### src/rtl/led_pattern_scheduler.sv
// Mode/speed/pause sequencer for the 16-LED flow bank, driven by three raw buttons.
// Optional auto mode advance after AUTO_TICKS steps: define LED_AUTO_MODE_EN.
module led_pattern_scheduler #(
  parameter int CLK_FREQ   = 100_000_000,
  parameter int BASE_CNT   = 12_500_000,
  parameter int AUTO_TICKS = 32
) (
  input  logic        clk,
  input  logic        rst,
  input  logic        btn_mode,
  input  logic        btn_speed,
  input  logic        btn_pause,
  output logic [15:0] led,
  output logic [1:0]  mode,
  output logic [1:0]  speed,
  output logic        paused,
  output logic        tick
);

  typedef enum logic [1:0] {SHIFT_L, SHIFT_R, PINGPONG, BLINK} mode_t;
  typedef enum logic {LEFT, RIGHT} dir_t;

  if (BASE_CNT < 1 || 64'(BASE_CNT) * 64'd8 >= 64'h1_0000_0000 || AUTO_TICKS < 1 || CLK_FREQ < 1)
  begin : g_bad_params
    $error("led_pattern_scheduler: invalid parameter set");
  end

  // Bit order of the button vectors: 0 mode, 1 speed, 2 pause.
  logic [2:0] btn_raw;
  logic [2:0] sync1_reg;
  logic [2:0] sync2_reg;
  logic [2:0] prev_reg;
  logic [2:0] btn_event;

  assign btn_raw = {btn_pause, btn_speed, btn_mode};

  for (genvar gi = 0; gi < 3; gi++) begin : g_btn
    always_ff @(posedge clk) begin
      if (rst) begin
        sync1_reg[gi] <= 1'b0;
        sync2_reg[gi] <= 1'b0;
        prev_reg[gi]  <= 1'b0;
      end else begin
        sync1_reg[gi] <= btn_raw[gi];
        sync2_reg[gi] <= sync1_reg[gi];
        prev_reg[gi]  <= sync2_reg[gi];
      end
    end
    assign btn_event[gi] = prev_reg[gi] & ~sync2_reg[gi];
  end

  logic [15:0] led_reg,    led_next;
  mode_t       mode_reg,   mode_next;
  logic [1:0]  speed_reg,  speed_next;
  logic        paused_reg, paused_next;
  logic        tick_reg,   tick_next;
  logic [31:0] cnt_reg,    cnt_next;
  dir_t        dir_reg,    dir_next;
  logic [31:0] period;
  logic        wrap;
  logic        auto_adv;
`ifdef LED_AUTO_MODE_EN
  logic [31:0] tick_cnt_reg, tick_cnt_next;
`endif

  always_comb begin
    led_next    = led_reg;
    mode_next   = mode_reg;
    speed_next  = speed_reg;
    paused_next = paused_reg;
    cnt_next    = cnt_reg;
    dir_next    = dir_reg;
    period      = 32'(BASE_CNT) << speed_reg;
    wrap        = !paused_reg && (cnt_reg == period - 32'd1);
    // A button mode/speed event steals the wrap: no tick, no step.
    tick_next   = wrap && !btn_event[0] && !btn_event[1];

    if (btn_event[2]) paused_next = ~paused_reg;
    if (btn_event[1]) speed_next = speed_reg + 2'd1;

    if (btn_event[0] || btn_event[1]) cnt_next = '0;
    else if (!paused_reg) cnt_next = wrap ? 32'd0 : cnt_reg + 32'd1;

`ifdef LED_AUTO_MODE_EN
    tick_cnt_next = tick_cnt_reg;
    auto_adv      = tick_next && (tick_cnt_reg == 32'(AUTO_TICKS - 1));
    if (btn_event[0] || auto_adv) tick_cnt_next = '0;
    else if (tick_next) tick_cnt_next = tick_cnt_reg + 32'd1;
`else
    auto_adv = 1'b0;
`endif

    if (btn_event[0] || auto_adv) begin
      mode_next = mode_t'(mode_reg + 2'd1);
      dir_next  = LEFT;
      case (mode_next)
        SHIFT_L:  led_next = 16'h0001;
        SHIFT_R:  led_next = 16'h8000;
        PINGPONG: led_next = 16'h0001;
        default:  led_next = 16'hFFFF;
      endcase
    end else if (tick_next) begin
      case (mode_reg)
        SHIFT_L:  led_next = {led_reg[14:0], led_reg[15]};
        SHIFT_R:  led_next = {led_reg[0], led_reg[15:1]};
        PINGPONG: begin
          // Direction flips one step before the end so 8000/0001 appear once per sweep.
          if (dir_reg == LEFT) begin
            led_next = led_reg << 1;
            if (led_reg == 16'h4000) dir_next = RIGHT;
          end else begin
            led_next = led_reg >> 1;
            if (led_reg == 16'h0002) dir_next = LEFT;
          end
        end
        default:  led_next = ~led_reg;
      endcase
    end
  end

  always_ff @(posedge clk) begin
    if (rst) begin
      led_reg    <= 16'h0001;
      mode_reg   <= SHIFT_L;
      speed_reg  <= 2'd2;
      paused_reg <= 1'b0;
      tick_reg   <= 1'b0;
      cnt_reg    <= '0;
      dir_reg    <= LEFT;
    end else begin
      led_reg    <= led_next;
      mode_reg   <= mode_next;
      speed_reg  <= speed_next;
      paused_reg <= paused_next;
      tick_reg   <= tick_next;
      cnt_reg    <= cnt_next;
      dir_reg    <= dir_next;
    end
  end

`ifdef LED_AUTO_MODE_EN
  always_ff @(posedge clk) begin
    if (rst) tick_cnt_reg <= '0;
    else     tick_cnt_reg <= tick_cnt_next;
  end
`endif

  assign led    = led_reg;
  assign mode   = mode_reg;
  assign speed  = speed_reg;
  assign paused = paused_reg;
  assign tick   = tick_reg;

endmodule

### config.mk
export PLATFORM = sky130hd
export DESIGN_NAME = led_pattern_scheduler
export DESIGN_NICKNAME = d
export VERILOG_FILES = /design/src/rtl/led_pattern_scheduler.sv
export SDC_FILE = /design/constraint.sdc
export NUM_CORES = 1
export LEC_CHECK = 0
export BUFFER_PORTS_ARGS = -buffer_cell sky130_fd_sc_hd__buf_2
export CORE_MARGIN = 2
export CORE_UTILIZATION = 50
export DETAILED_ROUTE_END_ITERATION = 16
export GPL_ROUTABILITY_DRIVEN = 0
export PLACE_DENSITY = 0.68
export SYNTH_ARGS = -nofsm -noshare
export SYNTH_HDL_FRONTEND = slang
export SYNTH_SLANG_ARGS = --single-unit
### constraint.sdc
create_clock -name clk -period 3.9 [get_ports clk]
set_clock_uncertainty 0.15 [all_clocks]
set_input_delay 0.78 -clock clk [delete_from_list [all_inputs] [get_ports clk]]
set_output_delay 0.78 -clock clk [all_outputs]
set_load 0.05 [all_outputs]
==> results_dict.tcl <==
set metrics [dict create \
    drt_iter0_drc 190 \
    die_x_um 87.1 \
    antenna_found_initial 0 \
    syn2layout_area_growth_pct 11.1 \
    worstHoldPathType "register to register" \
    wire_per_inst_um 15.2 \
    numCtsBuffers 9 \
    fin_nets 436 \
    io_pins 27 \
    post_cts_buffers 0 \
    critPathCaptureType "register" \
    p_per_area_mw_per_mm2 371 \
    status "finished clean" \
    grt_pass1_wl_um 12900 \
    grt_start_max_net_pins 19 \
    synth.top_cell.area_share_pct 37.1 \
    required_ps 3980 \
    min_delay_worst_endpoint "sync2_reg[2]$_SDFF_PP0_" \
    syn_area_per_cell_um2 8.77 \
    dieArea_mm2 0.00759 \
    cts_max_level 3 \
    synth_area_leaders "dfxtp_1 (37%), nor2_1 (6.3%), xnor2_1 (6.1%)" \
    wl_met1_um 3620 \
    rr_worst_depth 9 \
    leakage_nw 1.50 \
    design_area_mm2 0.00384 \
    synth.most_common_cell "dfxtp_1" \
    wirelength_um 7640 \
    die_h_um 87.1 \
    reg2reg_setup_slack_ps 810 \
    grt_pass1_vias 2640 \
    fillers 626 \
    seq_area_frac_synth_pct 37.1 \
    pre_cts_slack_ps 797 \
    multi_input_area_mm2 0.00204 \
    detail-route-antenna-nets 0 \
    start_util_pct 51.1 \
    cts_max_path_buffers 2 \
    async_reset_ff_share_pct 0 \
    post-route-drc-count 0 \
    maxUsedRoutingLayer "met4" \
    ys_warn_count 0 \
    vdd_drop_max_v 0.000221 \
    worst_ep_arrival_time_ps 3170 \
    maxCapViolCount 0 \
    hold_slack_ps 290 \
    fin_ws_ps 810 \
    grt_use_total_pct 21.8 \
    synthTopCellsByCount "dfxtp_1 (64), nor2_1 (58), xnor2_1 (24)" \
    synth-edff-count 0 \
    cts_num_sinks 64 \
    postSynthRegisterBits 64 \
    cts_resized 0 \
    wl_met2_um 3580 \
    clock_latency_ps 350 \
    finalSetupTns_ps 0 \
    finalCritPeriodShare_pct 79.2 \
    grt_remaining_overflow 0 \
    finalPower_mw 1.42 \
    cts_root_buf "clkbuf_8" \
    cts_tree "built" \
    cp_max_fo 17 \
    via_count 2909 \
    firstDrtPassIters 5 \
    finalMaxSlewViolations 0 \
    dpl_cell_area_mm2 0.00362 \
    whs_path_depth 1 \
    core_mm2 0.00676 \
    clock.fmax_mhz 324 \
    relSlewSlack_pct 62.5 \
    reg2reg_from "speed[0]$_SDFFE_PP0P_" \
    largest_reg_flops 32 \
    clk_pin_slew_ps 70 \
    synth_nets 414 \
    seq_area_mm2 0.00128 \
    synth_ff_type "dfxtp_1" \
    rows 30 \
    wl_met3_um 341 \
    min-delay-start "sync1_reg[2]$_SDFF_PP0_" \
    port-buffer-count 26 \
    critPathLaunchType "register" \
    drive_above_1_share_pct 12.4 \
    syn-cell-area_mm2 0.00346 \
    rr_endpoint "cnt_reg[29]$_SDFFE_PP0N_" \
    antenna_cells 0 \
    cts_hold_buf 0 \
    worst_pin_slew_ps 563 \
    synth.distinct_cells 47 \
    syn_inst 394 \
    critPathKind "register to register" \
    hold_viol 0 \
    setup_viol_count_final 0 \
    finalCriticalPeriod_ps 3090 \
    rsz0062_at_grt "no" \
    dpl.hpwl_um 5330 \
    synth_top_area_cell "dfxtp_1" \
    viasPerCell 5.81 \
]
==> logic make-up (layout without fill, tap and decap cells) <==
family / after synthesis / count (layout) / share of synthesized area (%)
xor gates and xnor gates: 47 / 47 / 12.7
buffers and inverters: 31 / 58 / 4.02
adders and majority gates: 15 / 15 / 5.43
AOI/OAI and AO/OA: 74 / 74 / 15.2
DFF: 64 / 64 / 37.1
and+or+nand+nor: 163 / 163 / 25.6
==> cells in the final DEF (no fill, tap or decap), drive strengths merged, types with 3 or more instances in the layout <==
cell / n
a21oi: 8
o21ai: 11
nand2: 20
nor4: 6
o31ai: 3
a211oi: 6
and4b: 3
buf: 29
nand2b: 3
ha: 15
nor2b: 13
inv: 13
xor2: 22
nor3: 5
a22oi: 15
o211ai: 7
and2: 3
nand4: 9
a211o: 9
a31oi: 9
nor2: 58
and3: 10
dfxtp: 64
clkinvlp: 3
and4: 4
nand3: 17
xnor2: 25
clkbuf: 9
==> routing by layer <==
metal	global-route usage, %	up-vias
li1	-	1438
met1	28.6	1386
met2	34.8	77
met3	5.50	8
met4	7.69	0
met5	0	-
==> worst max-delay path: stages (launching register included) <==
cell     delay [ps]
dfxtp_1         530
inv_1           170
ha_1            280
xor2_1          310
nand4_4         140
nor4_4          380
nand3_1         150
nand2_1         450
buf_4           330
nor2_1           80
==> per-stage QoR <==
step,cells,util [%]
CTS,501,56.8
global placement,485,53.6
finish,501,56.8
detailed placement,485,53.6
global route,501,56.8
floorplan,394,-
==> area by class of cell <==
| class | instances | area share (%) |
|---|---|---|
| clock buffer | 9 | 3.23 |
| clock inverter | 7 | 2.51 |
| inverter | 13 | 1.27 |
| multi-input combinational | 299 | 53.0 |
| sequential | 64 | 33.4 |
| tap | 80 | 2.61 |
| timing repair buffer | 29 | 3.98 |
==> where the power goes <==
part	internal, mW	switching [mW]	total, mW	leakage (nW)
registers	0.667	0.0165	0.684	0.519
clock network	0.359	0.271	0.630	0.101
logic	0.0350	0.0745	0.110	0.879
==> how the worst max path moves through the flow <==
stage	startpoint	to	slack [ps]	depth (start not counted)
finish	speed[0]$_SDFFE_PP0P_	cnt_reg[29]$_SDFFE_PP0N_	810	9
global route	speed[0]$_SDFFE_PP0P_	cnt_reg[15]$_SDFFE_PP0N_	550	11
CTS	speed[0]$_SDFFE_PP0P_	cnt_reg[29]$_SDFFE_PP0N_	770	11
detailed placement	speed[0]$_SDFFE_PP0P_	cnt_reg[30]$_SDFFE_PP0N_	800	11
global placement	speed[0]$_SDFFE_PP0P_	cnt_reg[31]$_SDFFE_PP0N_	930	11
floorplan	speed[0]$_SDFFE_PP0P_	led[14]$_SDFFE_PP0P_	940	11
(Power assumes the default switching activity.)
